<file path="src/rtl/lab1_count_ctrl.sv">
// Lab counter control: synchronized, debounced start/pause and load buttons drive a 4-state FSM plus tick prescaler.
// Button event 2+DEB_CYCLES cycles after press, FSM responds next edge; all outputs from registers, no backpressure.
module lab1_count_ctrl_deb #(
  parameter int DEB_CYCLES = 1000000
) (
  input  logic clk,
  input  logic reset,
  input  logic btnN,
  output logic pressEvt
);
  localparam int CW = $clog2(DEB_CYCLES + 1);
  localparam logic [CW-1:0] CNT_LAST = CW'(DEB_CYCLES - 1);

  logic          sync1;
  logic          sync2;
  logic          released;
  logic [CW-1:0] stableCnt;

  // Count cycles where the level disagrees with the debounced state; flip after DEB_CYCLES of them.
  always_ff @(posedge clk) begin
    if (reset) begin
      sync1     <= 1'b1;
      sync2     <= 1'b1;
      released  <= 1'b1;
      stableCnt <= '0;
      pressEvt  <= 1'b0;
    end else begin
      sync1    <= btnN;
      sync2    <= sync1;
      pressEvt <= 1'b0;
      if (sync2 == released) begin
        stableCnt <= '0;
      end else if (stableCnt == CNT_LAST) begin
        stableCnt <= '0;
        released  <= ~released;
        pressEvt  <= released;
      end else begin
        stableCnt <= stableCnt + 1'b1;
      end
    end
  end
endmodule

module lab1_count_ctrl #(
  parameter int TICK_DIV   = 50000000,
  parameter int DEB_CYCLES = 1000000
) (
  input  logic       CLOCK_50,
  input  logic       reset,
  input  logic       load_n,
  input  logic       run_n,
  input  logic [9:0] sw,
  output logic       cnt_en,
  output logic       cnt_load,
  output logic [9:0] load_data,
  output logic       running,
  output logic [1:0] state
);
  localparam int PW = $clog2(TICK_DIV);
  localparam logic [PW-1:0] PRE_LAST = PW'(TICK_DIV - 1);

  typedef enum logic [1:0] {
    IDLE  = 2'b00,
    RUN   = 2'b01,
    PAUSE = 2'b10,
    LOAD  = 2'b11
  } ctrlState_t;

  ctrlState_t    curState, nextState;
  ctrlState_t    savedState, nextSaved;
  logic [9:0]    loadReg, nextLoad;
  logic [PW-1:0] prescaler, nextPrescaler;
  logic          loadEvt;
  logic          runEvt;

  lab1_count_ctrl_deb #(.DEB_CYCLES(DEB_CYCLES)) loadDeb (
    .clk      (CLOCK_50),
    .reset    (reset),
    .btnN     (load_n),
    .pressEvt (loadEvt)
  );

  lab1_count_ctrl_deb #(.DEB_CYCLES(DEB_CYCLES)) runDeb (
    .clk      (CLOCK_50),
    .reset    (reset),
    .btnN     (run_n),
    .pressEvt (runEvt)
  );

  always_ff @(posedge CLOCK_50) begin
    if (reset) begin
      curState   <= IDLE;
      savedState <= IDLE;
      loadReg    <= '0;
      prescaler  <= '0;
    end else begin
      curState   <= nextState;
      savedState <= nextSaved;
      loadReg    <= nextLoad;
      prescaler  <= nextPrescaler;
    end
  end

  // Load outranks run; both buttons are ignored during the single LOAD cycle.
  always_comb begin
    nextState     = curState;
    nextSaved     = savedState;
    nextLoad      = loadReg;
    nextPrescaler = prescaler;
    if (curState == RUN) begin
      nextPrescaler = (prescaler == PRE_LAST) ? '0 : prescaler + 1'b1;
    end
    case (curState)
      LOAD: nextState = savedState;
      default: begin
        if (loadEvt) begin
          nextState     = LOAD;
          nextSaved     = curState;
          nextLoad      = sw;
          nextPrescaler = '0;
        end else if (runEvt) begin
          nextState = (curState == RUN) ? PAUSE : RUN;
        end
      end
    endcase
  end

  assign state     = curState;
  assign running   = (curState == RUN);
  assign cnt_load  = (curState == LOAD);
  assign cnt_en    = (curState == RUN) && (prescaler == PRE_LAST);
  assign load_data = loadReg;
endmodule

</file>
<file path="config.mk">
export PLATFORM = sky130hd
export DESIGN_NAME = lab1_count_ctrl
export DESIGN_NICKNAME = d
export VERILOG_FILES = /design/src/rtl/lab1_count_ctrl.sv
export SDC_FILE = /design/constraint.sdc
export NUM_CORES = 1
export LEC_CHECK = 0
export ABC_AREA = 1
export CAP_MARGIN = 20
export CORE_ASPECT_RATIO = 1.4
export CORE_MARGIN = 10
export CORE_UTILIZATION = 35
export DETAILED_ROUTE_END_ITERATION = 8
export GPL_TIMING_DRIVEN = 0
export HOLD_SLACK_MARGIN = 0.1
export PLACE_DENSITY_LB_ADDON = 0.2
export SYNTH_ARGS = -nofsm -noshare
export SYNTH_HDL_FRONTEND = slang
export SYNTH_SLANG_ARGS = --single-unit
</file>
<file path="constraint.sdc">
create_clock -name CLOCK_50 -period 3.2 [get_ports CLOCK_50]
set_clock_uncertainty 0.15 [all_clocks]
set_input_delay 0.32 -clock CLOCK_50 [delete_from_list [all_inputs] [get_ports CLOCK_50]]
set_output_delay 0.32 -clock CLOCK_50 [all_outputs]
set_load 0.01 [all_outputs]
</file>
* Word-level counts from Yosys, hierarchy flattened
Cells that the tools add are included.
** Word-level totals
- Bits in latches :: 0
- Memory bits (read-only) :: 0
- Memories kept :: 0
- Memory bits (writable) :: 0
- Register bits after elaboration :: 88
- Output and inout bits :: 15
- Bits of input ports :: 14
** Cells by class
- Multiplexer cells :: 8
- Multiply operators :: 0
- Reduce and logical (&&, ||, !) cells :: 9
- Eq/ne operators :: 7
- Add/subtract/negate cells :: 3
- $lt $le $gt $ge :: 0
- Divide/modulo/power cells :: 0
- Bitwise gates (word level) :: 7
- Shift operators :: 0
** Operators with widths (number)
- $mux W26 :: 4
- $add A20 B1 Y20 const B :: 2
- $eq A20 B20 Y1 const B :: 2
- $add A26 B1 Y26 const B :: 1
- $eq A26 B26 Y1 const B :: 1
- $reduce_or A3 Y1 :: 4
- $mux W2 :: 4
- $not A1 Y1 :: 7
- $reduce_and A2 Y1 :: 3
- $reduce_bool A3 Y1 :: 1
- $eq A1 B1 Y1 :: 2
- $eq A2 B1 Y1 const B :: 1
- $eq A2 B2 Y1 const B :: 1
- $logic_and A1 B1 Y1 :: 1

* Depth between registers and ports, before layout
Gate-level depths: netlist (run 1).
- Depth after elaboration :: 5
- Gate-level depth with buffers :: 10
- Mapped depth without buffers :: 9

* Cells and area by module
From an unflattened synthesis (run 1), not the netlist that was laid out.
** Unflattened totals
- Cell total of the unflattened synthesis :: 641
- Area, all modules :: 4418.0 µm²
** Modules (own cells, without submodules)
- lab1_count_ctrl_deb :: instances 2, cells each 166, area each 1177.4 µm², seq. area each 480.5 µm²
- lab1_count_ctrl :: instances 1, cells each 309, area each 2063.2 µm², seq. area each 800.8 µm²

* Worst setup path before layout (run 1)
OpenSTA, ideal clock, no wires.
- Path kind :: register to register
- Start point :: register prescaler[0]
- End point :: register prescaler[16]
- Data required time :: 2939 ps
- Arrival time :: 1382 ps
- Library setup time :: 111 ps
- Slack :: 1557 ps
- Cell stages (with the launch flop) :: 10
- Cells stage by stage :: dfxtp_1 -> ha_1 -> inv_1 -> nor2_1 -> nand3_1 -> nor2_4 -> nor2_4 -> inv_4 -> buf_12 -> nor2_2
** Between the ends
- Longest elaborated chain between the ends :: 5
- Elaborated cells between the ends (all ways) :: 6
** RTL lines
- start, declared :: line 72 : logic [PW-1:0] prescaler, nextPrescaler;
- start signal, assigned :: line 100 : prescaler <= nextPrescaler;
- $add A26 B1 Y26 / $eq A26 B26 Y1 (equally long branches) :: line 111 : nextPrescaler = (prescaler == PRE_LAST) ? '0 : prescaler + 1'b1;
- $mux W26 (*) :: line 111
- $mux W26 (*) :: line 110 : if (curState == RUN) begin
- $mux W26 :: line 116 : if (loadEvt) begin
- $mux W26 (*) :: line 113 : case (curState)
Every way passes the cells marked *; elsewhere a longest branch is shown, timed or not.
A chain may end at the register's enable or synchronous reset.

* Worst setup path after layout (run 1)
- Start point :: register prescaler[0]
- End point :: output port cnt_en
** Between the ends
- Longest elaborated chain between the ends :: 2
** RTL lines
- $eq A26 B26 Y1 :: line 131 : assign cnt_en = (curState == RUN) && (prescaler == PRE_LAST);
- $logic_and A1 B1 Y1 :: line 131
- end, declared :: line 53 : output logic cnt_en,
Every way passes these cells.

==> metrics.md, run 1 <==
| Metric | Value |
|---|---|
| Status | completed |
| Register bit total from synthesis | 88 |
| IO Port Bufs | 28 |
| RSZ-0062 raised after global routing | false |
| Min-Delay Endpoint | loadDeb.sync2 |
| Chip Width | 114 microns |
| Largest net degree at the start of global routing | 15 |
| Grt total ovfl | 0 |
| Worst-path clk slew | 0.06 ns |
| DIE AREA | 0.0174 sq mm |
| DP HPWL | 7670 microns |
| Hold WC Path Type | flip-flop to flip-flop |
| Row count | 48 |
| Crit Path Class | flip-flop to primary output |
| Drt first pass iters | 4 |
| Syn Nets | 664 |
| CP Data Required Time | 2.73 ns |
| Vias in the first global route | 3807 |
| Setup crit start kind | flip-flop |
| Main synth FF type | dfxtp_1 |
| Power density cells | 432 mW/mm^2 |
| Most common cell after layout, fill and taps aside | nor2_1 |
| Wirelength per Cell | 11.9 microns |
| CTS buffer count | 9 |
| Reg-to-reg endpoint | prescaler[2] |
| Min-delay src | loadDeb.sync1 |
| Post-synth EDFFs | 0 |
| CTS Sinks | 88 |
| Synth async-reset ratio | 0% |
| Initial DRC Count | 201 |
| Arrival time worst endpoint | 2.13 ns |
| Final worst slack | 0.598 ns |
| Share of layout cells above drive strength 1 | 7.96% |
| H-tree lvl count | 3 |
| Share of the synthesized area in the top cell type | 40.5% |
| Syn Inst Count | 647 |
| Mux cell area share after synthesis | 0% |
| Nets | 703 |
| # setup viols final | 0 |
| Placed cell areas | 0.00482 sq mm |
| WL final | 9970 microns |
| DR vias | 3950 |
| Drt via density | 4.70 |
| Synth cell types | 30 |
| Setup TNS | 0 ns |
| Least-Margin Pin Slew | 0.473 ns |
| GRT Total Usage | 11.7% |
| Simple-Gate Fraction of Synth Area | 39.9% |
| Synth Area in Compound Gates | 6.41% |
| Dpl ws | 0.910 ns |
| Mean Syn Cell Area | 6.73 sq um |
| Mapped Area | 0.00435 sq mm |
| Sequential fraction of the synthesis area | 40.5% |
| Area growth, synth to finish | 17.6% |
| Cts repair resizes | 0 |
| CORE AREA | 0.0123 sq mm |
| Final Cell Area | 0.00512 sq mm |
| Height of the die | 152 microns |
| Initial Util | 35.5% |
| Routability cong. | 0.852 |
| Root buffer cell | clkbuf_16 |
| Worst hold path cell count | 1 |
| CTS tree | built |
| Synth Warn # | 0 |
| Worst Setup End Kind | primary output |
| Buffer count from post-CTS setup fixing | 0 |
| Min cycle time layout | 2.60 ns |
| Largest family of logic cells by synthesized area | simple AND/OR/NAND/NOR gates |
| Global-route wire length before repair | 17000 microns |
| Normalized max-slew margin | 68.5% |
| Flop2flop setup slack | 1.33 ns |
| Fmax | 0.384 GHz |
| Remaining DRCs | 0 |
| Fin. Hold Viols | 0 |
| VDD IR-drop max | 0.208 mV |
| Adder-cell share of the synthesized area | 0.863% |
| ANT cells | 0 |
| Max Transition Viols Final | 0 |
| FF-to-FF path depth | 9 |
| Synth area leaders | dfxtp_1 (40%), nor2_1 (13%), nand2_1 (13%) |
| Antenna Nets Post-Route | 0 |
| Most frequent cells in the layout | nor2_1 (155), nand2_1 (146), dfxtp_1 (88) |
| Crit-path max FO | 4 |
| RR Startpoint | prescaler[0] |
| Initial antenna violation count | 0 |
| Top-Level Pins | 29 |
| Fin crit share | 81.3% |
| Cell taking the most area after synthesis | dfxtp_1 |
| Worst-Skew Late Latency | 0.34 ns |
| Leakage | 0.00173 uW |
| Clock Path Buffers | 2 |
| CTS Hold Bufs | 0 |
| Synth Area in XOR/XNOR | 5.43% |
| Max_cap viols | 0 |
-- power by group --
group / switching [uW] / internal [uW]
clock: 432 / 630
sequential: 1.40 / 1100
combinational: 24.4 / 23.9
total: 458 / 1750
-- critical path, stage by stage (launching register included) --
cell	delay, ns
dfxtp_1	0.38
ha_1	0.22
inv_1	0.05
nor2_1	0.20
nand3_1	0.15
nor2_4	0.21
clkdlybuf4s50_1	0.57
-- stage by stage --
| step | util, % | power (uW) | instances | hold WS [ns] |
|---|---|---|---|---|
| floorplan | - | 1150 | 647 | 0.239 |
| global placement | 39.3 | 1170 | 825 | 0.251 |
| detailed placement | 39.3 | 1170 | 825 | 0.251 |
| CTS | 41.8 | 2250 | 841 | 0.266 |
| global route | 41.8 | 2290 | 841 | 0.271 |
| finish | 41.8 | 2210 | 841 | 0.262 |
-- layer usage --
metal	track usage, %	routed length (microns)	vias up
met5	0	0	-
met4	5.98	323	0
met3	2.32	230	25
met2	20.4	5020	54
met1	12.9	4410	1772
li1	-	-	2099
-- Yosys cell counts (5+ instances only) --
master and count:
xor2_1 19, inv_1 62, buf_2 5, nand4_1 10
nand3_1 50, nor2_2 11, o21ai_0 20, xnor2_1 8
nand2_1 146, nand2_2 5, nor2_4 6, or2_2 10
nor2_1 155, a21oi_1 22, nor3_1 8, dfxtp_1 88
-- cell families after synthesis --
family / Yosys count
flip-flops: 88
AO/OA/AOI/OAI: 51
adder cells (fa/ha/maj): 3
AND/OR/NAND/NOR: 404
buffers and inverters: 74
XOR/XNOR: 27
-- worst max-delay path by stage --
stage               depth (start not counted)  slack [ns]          from       endpoint
floorplan                                   9        1.56  prescaler[0]  prescaler[16]
global placement                            6        0.95         reset   load_data[0]
detailed placement                          6        0.91         reset   load_data[1]
CTS                                         6        0.59  prescaler[0]         cnt_en
global route                                6        0.46  prescaler[0]         cnt_en
finish                                      6        0.60  prescaler[0]         cnt_en
-- sequential cells by signal, indices dropped and copies added, names as in the netlist, 2 cells and up --
name,cells
loadDeb.stableCnt,20
load_data,10
prescaler,26
runDeb.stableCnt,20
savedState,2
state,2
-- layout make-up --
class / count / area [sq um]
clock inverter: 4 / 52.6
multi-input combinational: 485 / 2290
inverter: 64 / 243
buffer: 10 / 60.1
timing repair buffer: 28 / 280
tap: 150 / 188
sequential: 88 / 1760
fill: 1293 / 7130
clock buffer: 12 / 246
No activity file was read; power rests on OpenSTA's default activity.
==> inputs of run 2 (changes only) <==
==> constraint.sdc (replaced) <==
create_clock -name CLOCK_50 -period 2.6 [get_ports CLOCK_50]
set_clock_uncertainty 0.15 [all_clocks]
set_input_delay 0.26 -clock CLOCK_50 [delete_from_list [all_inputs] [get_ports CLOCK_50]]
set_output_delay 0.26 -clock CLOCK_50 [all_outputs]
set_load 0.01 [all_outputs]
==> metrics.md, run 2 (same netlist as run 1, synthesis figures left out) <==
| Metric | Value |
|---|---|
| Status | completed (unchanged) |
| Min cycle time layout | 2.46 ns |
| Least-Margin Pin Slew | 0.473 ns (about the same) |
| Clock Path Buffers | 2 (unchanged) |
| DR vias | 3944 (was 3950) |
| ANT cells | 0 (unchanged) |
| GRT Total Usage | 11.7% (unchanged) |
| Power density cells | 531 mW/mm^2 (was 432 mW/mm^2) |
| Height of the die | 152 microns (unchanged) |
| Normalized max-slew margin | 68.4% (was 68.5%) |
| Fin. Hold Viols | 0 (unchanged) |
| Largest regs | prescaler (26), loadDeb.stableCnt (20), runDeb.stableCnt (20) (unchanged) |
| Worst Setup End Kind | primary output (unchanged) |
| Chip Width | 114 microns (unchanged) |
| Buffer count from post-CTS setup fixing | 0 (unchanged) |
| Initial antenna violation count | 0 (unchanged) |
| Setup crit start kind | flip-flop (unchanged) |
| Setup TNS | 0 ns (unchanged) |
| FF-to-FF path depth | 7 (was 9) |
| Critical path's top delay family | buffers and inverters (unchanged) |
| Largest net degree at the start of global routing | 15 (unchanged) |
| Most frequent cells in the layout | nor2_1 (154), nand2_1 (146), dfxtp_1 (87) (was nor2_1 (155), nand2_1 (146), dfxtp_1 (88)) |
| Worst-Skew Late Latency | 0.34 ns (about the same) |
| DP HPWL | 7670 microns (unchanged) |
| Crit-path max FO | 4 (unchanged) |
| WL final | 9980 microns (was 9970 microns) |
| Total Power | 2720 uW (was 2210 uW) |
| Max Transition Viols Final | 0 (unchanged) |
| CORE AREA | 0.0123 sq mm (unchanged) |
| Routability cong. | 0.852 (unchanged) |
| H-tree lvl count | 3 (unchanged) |
| VDD IR-drop max | 0.256 mV (was 0.208 mV) |
| Nets | 703 (unchanged) |
| Min-delay src | loadDeb.sync1 (unchanged) |
| Initial DRC Count | 203 (was 201) |
| Global-route wire length before repair | 17000 microns (unchanged) |
| Final worst slack | 0.142 ns (was 0.598 ns) |
| Worst path buffer plus inverter count | 2 (unchanged) |
| Drt first pass iters | 5 (was 4) |
| CTS tree | built (unchanged) |
| RR Startpoint | runDeb.stableCnt[0] (was prescaler[0]) |
| Hold Slack | 0.262 ns (unchanged) |
| Hold WC Path Type | flip-flop to flip-flop (unchanged) |
| Fmax | 0.407 GHz |
| # setup viols final | 0 (unchanged) |
| Max_cap viols | 0 (unchanged) |
| Arrival time worst endpoint | 2.05 ns (was 2.13 ns) |
| Remaining DRCs | 0 (unchanged) |
| Initial Util | 35.5% (unchanged) |
| Leakage | 0.00173 uW (about the same) |
| IO Port Bufs | 28 (unchanged) |
| DIE AREA | 0.0174 sq mm (unchanged) |
| Final Cell Area | 0.00512 sq mm (about the same) |
| CTS Sinks | 88 (unchanged) |
| Crit Path Class | flip-flop to primary output (unchanged) |
| RSZ-0062 raised after global routing | false (unchanged) |
| Dpl ws | 0.370 ns (was 0.910 ns) |
| Grt total ovfl | 0 (unchanged) |
| Critical path depth | 6 (unchanged) |
| Placed cell areas | 0.00482 sq mm (unchanged) |
| Cts repair resizes | 0 (unchanged) |
| Row count | 48 (unchanged) |
| Vias in the first global route | 3807 (unchanged) |
| CTS Hold Bufs | 0 (unchanged) |
| Max reg flops | 26 (unchanged) |
| Share of layout cells above drive strength 1 | 8.25% (was 7.96%) |
| Crit-path max cell delay | 0.57 ns (about the same) |
| Reg with most FFs | prescaler (unchanged) |
| Crit path from | prescaler[0] (unchanged) |
| Drt via density | 4.69 (was 4.70) |
| CP Data Required Time | 2.19 ns (was 2.73 ns) |
| Critical-path cell list | ha_1 -> inv_1 -> nor2_2 -> nand3_1 -> nor2_4 -> clkdlybuf4s50_1 (was ha_1 -> inv_1 -> nor2_1 -> nand3_1 -> nor2_4 -> clkdlybuf4s50_1) |
| Worst-path clk slew | 0.06 ns (about the same) |
| Wirelength per Cell | 11.9 microns (about the same) |
| Area growth, synth to finish | 17.7% (was 17.6%) |
| Top-Level Pins | 29 (unchanged) |
| Antenna Nets Post-Route | 0 (unchanged) |
| Fin crit share | 94.5% |
| CTS buffer count | 9 (unchanged) |
| Most common cell after layout, fill and taps aside | nor2_1 (unchanged) |
| Root buffer cell | clkbuf_16 (unchanged) |
| Slowest CP cell | clkdlybuf4s50_1 (unchanged) |
| Worst hold path cell count | 1 (unchanged) |
run 2: cell types whose count changed in the layout (fill, tap and decap cells not counted):
cell,change
nor2_2,+1
nor2_1,-1
dfxtp_2,+1
dfxtp_1,-1
run 2: through the flow:
| stage | cells | utilization, % |
|---|---|---|
| after CTS | 841 | 41.8 |
| after floorplan | 647 | - |
| final | 841 | 41.8 |
| after global routing | 841 | 41.8 |
| after global placement | 825 | 39.3 |
| after detailed placement | 825 | 39.3 |
run 2: layout make-up:
class	count	area [sq um]
Buffer	10	60.1
Timing Repair Buffer	28	280
Inverter	64	243
Tap cell	150	188
Clock inverter	4	52.6
Fill cell	1292	7130
Sequential cell	88	1760
Clock buffer	12	246
Multi-Input combinational cell	485	2290
run 2: power breakdown:
group | total [uW] | switching, uW | internal [uW]
Combinational | 59.3 | 29.9 | 29.4
Sequential | 1350 | 1.73 | 1350
Clock | 1310 | 531 | 775
Total | 2720 | 563 | 2160
run 2: path summary, 6_finish.rpt:
check                           slack, ns                   to
worst max-delay path                 0.14               cnt_en
worst min-delay path                 0.26        loadDeb.sync2
worst max register to register       0.79  runDeb.stableCnt[9]
worst min register to register       0.26        loadDeb.sync2
run 2: layer usage:
layer,up-vias,share of wire (%),global-route usage [%],wire length [microns]
met5,-,0,0,0
met4,0,2.9,5.98,292
met3,23,2.8,2.32,279
met2,56,51,20.4,5060
met1,1766,44,12.9,4350
li1,2099,-,-,-
